[config.mk]
export PLATFORM = sky130hd
export DESIGN_NAME = stopwatch_ctrl
export DESIGN_NICKNAME = d
export VERILOG_FILES = /design/src/rtl/stopwatch_pkg.sv /design/src/rtl/btn_sync_edge.sv /design/src/rtl/stopwatch_ctrl.sv
export SDC_FILE = /design/constraint.sdc
export NUM_CORES = 1
export LEC_CHECK = 0
export ABC_AREA = 1
export CAP_MARGIN = 10
export CORE_MARGIN = 2
export CORE_UTILIZATION = 62
export DETAILED_ROUTE_END_ITERATION = 8
export PLACE_DENSITY_LB_ADDON = 0.05
export SYNTH_ARGS = -nofsm -noshare
export SYNTH_HDL_FRONTEND = slang
export SYNTH_SLANG_ARGS = --single-unit
export TNS_END_PERCENT = 20
[constraint.sdc]
create_clock -name clk_i -period 2.8 [get_ports clk_i]
set_clock_uncertainty 0.05 [all_clocks]
set_input_delay 0.28 -clock clk_i [delete_from_list [all_inputs] [get_ports clk_i]]
set_output_delay 0.28 -clock clk_i [all_outputs]
set_load 0.01 [all_outputs]
[src/rtl/stopwatch_pkg.sv]
// stopwatch_pkg: shared FSM state encodings and default tick division for the stopwatch control block
package stopwatch_pkg;
  typedef enum logic [1:0] {
    CLEARED = 2'b00,
    RUN     = 2'b01,
    STOPPED = 2'b10,
    LAP     = 2'b11
  } state_e;
  localparam int TICK_DIV_DEF = 262144;
  localparam int PRE_W_DEF = 18;
endpackage

[src/rtl/btn_sync_edge.sv]
// btn_sync_edge: 2-flop synchronizer plus rising-edge detect producing a one-cycle button event
module btn_sync_edge (
  input  logic clk_i,
  input  logic rst_n_i,
  input  logic btn_i,
  output logic evt_o
);
  logic s1_q, s2_q, s3_q, fill_q, armed_q;
  // armed only after a genuine low sample, so a button held through reset release never fires
  always_ff @(posedge clk_i or negedge rst_n_i) begin
    if (!rst_n_i) begin
      s1_q    <= 1'b0;
      s2_q    <= 1'b0;
      s3_q    <= 1'b0;
      fill_q  <= 1'b0;
      armed_q <= 1'b0;
    end else begin
      s1_q    <= btn_i;
      s2_q    <= s1_q;
      s3_q    <= s2_q;
      fill_q  <= 1'b1;
      armed_q <= armed_q | (fill_q & ~s1_q);
    end
  end
  assign evt_o = armed_q & s2_q & ~s3_q;
endmodule

[src/rtl/stopwatch_ctrl.sv]
// stopwatch_ctrl: button-driven run/stop/lap/clear FSM with synchronous tick prescaler
module stopwatch_ctrl
  import stopwatch_pkg::*;
#(
  parameter int TICK_DIV = TICK_DIV_DEF,
  parameter int PRE_W    = PRE_W_DEF
) (
  input  logic       clk_i,
  input  logic       rst_n_i,
  input  logic       strtstop_i,
  input  logic       lap_i,
  input  logic       clr_i,
  output logic       cnt_en_o,
  output logic       cnt_clr_o,
  output logic       disp_hold_o,
  output logic       running_o,
  output logic [1:0] state_o
);
  logic ss_evt, lap_evt, clr_evt;
  logic active, tick;
  logic [PRE_W-1:0] pre_q, pre_d;
  logic cnt_en_q, cnt_clr_q, hold_q, running_q;
  state_e state_q, state_d;
  btn_sync_edge u_ss  (.clk_i(clk_i), .rst_n_i(rst_n_i), .btn_i(strtstop_i), .evt_o(ss_evt));
  btn_sync_edge u_lap (.clk_i(clk_i), .rst_n_i(rst_n_i), .btn_i(lap_i),      .evt_o(lap_evt));
  btn_sync_edge u_clr (.clk_i(clk_i), .rst_n_i(rst_n_i), .btn_i(clr_i),      .evt_o(clr_evt));
  always_comb begin
    state_d = state_q;
    case (state_q)
      CLEARED: state_d = ss_evt ? RUN : CLEARED;
      RUN:     state_d = ss_evt ? STOPPED : lap_evt ? LAP : RUN;
      LAP:     state_d = ss_evt ? STOPPED : lap_evt ? RUN : LAP;
      STOPPED: state_d = ss_evt ? RUN : clr_evt ? CLEARED : STOPPED;
    endcase
  end
  assign active = (state_q == RUN) || (state_q == LAP);
  assign tick   = active && (pre_q == PRE_W'(TICK_DIV - 1));
  assign pre_d  = (state_d == CLEARED) ? '0 : !active ? pre_q : tick ? '0 : pre_q + 1'b1;
  // tick and clear decode the current state; the level outputs decode the next state
  always_ff @(posedge clk_i or negedge rst_n_i) begin
    if (!rst_n_i) begin
      state_q   <= CLEARED;
      pre_q     <= '0;
      cnt_en_q  <= 1'b0;
      cnt_clr_q <= 1'b0;
      hold_q    <= 1'b0;
      running_q <= 1'b0;
    end else begin
      state_q   <= state_d;
      pre_q     <= pre_d;
      cnt_en_q  <= tick;
      cnt_clr_q <= (state_q == STOPPED) && (state_d == CLEARED);
      hold_q    <= state_d == LAP;
      running_q <= (state_d == RUN) || (state_d == LAP);
    end
  end
  assign cnt_en_o    = cnt_en_q;
  assign cnt_clr_o   = cnt_clr_q;
  assign disp_hold_o = hold_q;
  assign running_o   = running_q;
  assign state_o     = state_q;
endmodule

# Word level (Yosys, flattened, before mapping)
# Cells that the tools add are included.
[word_totals]
regBits = 37
input_bits = 5
out_inout_bits = 6
wordCells = 62
[op_classes]
addsub = 1
eq_ne = 6
mux = 11
bitwise = 18
n_reduce_logical = 7
[op_table]
columns = ["operator", "count"]
rows = [
  ["2-to-1 mux 18 bit", 3],
  ["adder 18 x 1 -> 18 bit, second input constant", 1],
  ["== test 18 bit, second input constant", 1],
  ["2-to-1 mux 2 bit", 6],
  ["bitwise AND 1 bit", 9],
  ["case mux 2 bit (4 select lines)", 1],
  ["== test 2 bit, second input constant", 3],
  ["inverter 1 bit", 6],
  ["== test 2 x 1 -> 1 bit, second input constant", 2],
  ["zero test 2 bit", 2],
  ["OR 1 bit", 3],
  ["logical AND 1 bit", 2],
  ["logical OR 1 bit", 2],
  ["nonzero test 2 bit", 1],
  ["2-to-1 mux 1 bit", 1],
]

# Depth between registers and ports, before layout
[logic_depth]
depth_word = 7
depth_mapped = 9
mapped_depth_nobuf = 9

# Hierarchy
# Synthesis repeated with hierarchy kept, for this count alone.
[unflattened]
cells_unflattened = 224
hier_area_um2 = 1819.2
[by_module_without_submodules]
columns = ["mod", "instances", "cells_each", "area_per_inst_um2", "seq_area_each_um2"]
rows = [
  ["stopwatch_ctrl", 1, 188, 1357.6, 575.6],
  ["btn_sync_edge", 3, 12, 153.9, 125.1],
]

# Worst setup path before layout
# Ideal clock, no wire load.
[synth_timing]
path_kind = "register to register"
start = "reg pre_q[0]"
end = "reg pre_q[0]"
setup_ns = 0.129
arrival_ns = 1.221
required_ns = 2.621
setup_slack_ns = 1.400
path_stages_with_launch = 7
path_buffers = 0
synth_period_minus_slack_ns = 1.400
cell_sequence = "dfrtp_1 ha_1 inv_1 nor2_2 nand3_1 o21ai_2 o21ai_0"
[synth_between]
elab_chain_len = 5
elab_cells_between_ends = 6
classes_between = "add/sub: 1; eq/ne: 1; mux: 3; reduce/logical: 1"
[synth_lines]
columns = ["element", "line", "rtl"]
rows = [
  ["start: declaration", "stopwatch_ctrl.sv:21", "logic [PRE_W-1:0] pre_q, pre_d;"],
  ["start signal: assignment", "stopwatch_ctrl.sv:50", "pre_q <= pre_d;"],
  ["branches (longest 2 deep; another with adder 18 x 1 -> 18 bit)", "-", ""],
  ["2-to-1 mux 18 bit (*) (3 in a row)", "stopwatch_ctrl.sv:38", "assign pre_d = (state_d == CLEARED) ? '0 : !active ? pre_q : tick ? '0 : pre_q + 1'b1;"],
]
# Every way passes the cells marked *. The select of a mux whose other input is x is not followed.
# A chain may end at the register's enable or synchronous reset.

# Worst setup path in the final report
[layout_timing]
start = "reg state_q[0], in the netlist state_o[0]"
end = "out state_o[0]"
[layout_lines]
columns = ["element", "line", "rtl"]
rows = [
  ["start: declaration", "stopwatch_ctrl.sv:23", "state_e state_q, state_d;"],
  ["start signal: assignment", "stopwatch_ctrl.sv:49", "state_q <= state_d;"],
  ["end: declaration", "stopwatch_ctrl.sv:17", "output logic [1:0] state_o"],
]
# No word-level cell between the ends.

==> results.ini <==
[synthesis]
synth_xor_area_share_pct=2.04
synth.distinct_cells=22
muxShareOfSynthArea_pct=0
synth_top_family_by_area=simple AND/OR/NAND/NOR gates
ys_seq_area_share_pct=53.9
yosysTopAreaCell=dfrtp_1
syn_avg_cell_area_um2=8.21
yosys-top-cells-area=dfrtp_1 (54%), nand2_1 (13%), inv_1 (5.9%)
synth_cells=209
synth_adder_area_share_pct=0.729
synth_fp_nets=215
syn_area_um2=1720
yosysWarningCount=0
synth_compound_area_share_pct=7.14
synth_top_area_share_pct=53.9
yosys.area_share.simple_pct=29.2
ys_seq_elements=37

[clocking]
cts_sinks=37
cts_max_path_buffers=2
clkTransAtPathRegs_ns=0.11
clock_latency_ns=0.33
root_buffer=clkbuf_4
cts_buffers=5
cts_resized=0
post_cts_buffers=0
cts_hold_buf=0
cts_htree_levels=2
cts_tree=built

[floorplan]
die_x_um=56.6
core_um2=2690
ioPinCount=11
die_h_um=56.6
start_util_pct=63.9
rows=19
die_area_um2=3210

[setup_path]
arrival_ns=1.53
r2r_start=pre_q[0]$_DFFE_PN0P_
cp-start-kind=flop
worstPathRequired_ns=2.47
reg2regPathDepth=6
r2r_setup_slack_ns=1.12
cp_num_buf_inv=1
end_kind=output port
cp_top_family=buffers and inverters
r2r-end=pre_q[0]$_DFFE_PN0P_
crit_fanout=10
critPathMaxStageDelay_ns=0.61
path_cells=clkdlybuf4s50_1
cpMaxStageDelayCell=clkdlybuf4s50_1
path_class=flop to output port

[finish]
diodes=0
drive_gt1_share_pct=7.93
fin_nets=232
largest_register=pre_q
mostFrequentLayoutCell=nand2_1
fill_cells=221
largest_reg_flops=18
syn2layout_area_growth_pct=13.0
multiInputGateArea_um2=674
stdcell_count=258
layout_common_cells=nand2_1 (59), dfrtp_1 (37), inv_1 (27)
design_area_um2=1940
regArea_um2=926
post-route-util_pct=72.2

[grt]
grt_pass1_vias=1395
grt_max_degree=38
grt_pass1_wl_mm=5.95
track_usage_pct=24.4
gr-total-overflow=0
antenna_found_initial=0

[sta]
tns_ns=0
setup_ws_ns=0.938
period_share_pct=66.5
max_freq_ghz=0.537
rsz0062_at_grt=false
drv_slew=0
setup_violations=0
final-hold-violation-count=0
whs_ns=0.302
min_period_ns=1.86

[place]
dp_hpwl_mm=2.49
dp_slack_ns=1.11
placed_area_um2=1860
routabilityCongestion=0.840
numPortBuffers=10
placed_cells=250

[detailed_routing]
routedWlPerCell_um=12.7
vias_per_cell=5.39
first_iter_violations=82
ant_nets=0
first_pass_iters=4
drc=0
vias=1391
routed_wl_mm=3.27

[min_path]
hold_class=input pin to async pin

[job]
maxCapViolations=0

[pwr]
power_density_nw_per_um2=702
design_power_total_mw=1.36
peakVddDrop_uv=716
p_leak_nw=0.894

[status]
outcome=complete, no violations

[per-layer routing]
layer  part of all wire [%]  global-route usage, %
met1                     45                   32.1
met2                     48                   38.9
met3                    5.0                   6.22
met4                    1.9                   9.52
met5                      0                      0
[power breakdown]
part	internal (mW)	leakage [nW]	switching (mW)	total, mW
registers	0.597	0.467	0.0722	0.670
logic	0.123	0.381	0.190	0.313
clock network	0.213	0.0455	0.167	0.380
[synthesized netlist by cell type]
cell type	n
nand2_1	59
o21ai_1	2
o221ai_1	1
nor3_1	1
nor2_2	4
dfrtp_1	37
o21bai_1	6
inv_1	27
nand2_2	2
nor2_4	1
xor2_1	3
nand3_1	19
inv_2	2
o21ai_2	1
xnor2_1	1
buf_4	1
ha_1	1
o21ai_0	9
a21oi_1	1
nor2_1	23
nand4_1	7
conb_1	1
[layout make-up]
| cell class | instances | share of cell area, % |
|---|---|---|
| inverter | 29 | 5.61 |
| sequential | 37 | 47.7 |
| tap | 31 | 2.00 |
| timing repair buffer | 11 | 5.54 |
| clock inverter | 1 | 1.55 |
| multi-input combinational | 142 | 34.8 |
| clock buffer | 7 | 2.84 |
[worst max-delay path by stage]
| stage | to | slack, ns | cells past startpoint | start |
|---|---|---|---|---|
| finish | state_o[0] | 0.94 | 1 | state_o[0]$_DFF_PN0_ |
| global placement | pre_q[0]$_DFFE_PN0P_ | 1.23 | 6 | pre_q[0]$_DFFE_PN0P_ |
| detailed placement | pre_q[0]$_DFFE_PN0P_ | 1.11 | 6 | pre_q[0]$_DFFE_PN0P_ |
| global route | state_o[0] | 0.89 | 1 | state_o[0]$_DFF_PN0_ |
| floorplan | pre_q[0]$_DFFE_PN0P_ | 1.40 | 6 | pre_q[0]$_DFFE_PN0P_ |
| CTS | state_o[0] | 0.92 | 1 | state_o[0]$_DFF_PN0_ |
[logic make-up after synthesis]
kind of cell / after synthesis
flops: 37
buf+inv: 30
other cells: 1
compound gates: 20
xor+xnor: 4
simple gates: 116
fa+ha+maj: 1
Note: power is estimated with default switching activity, not from simulation.
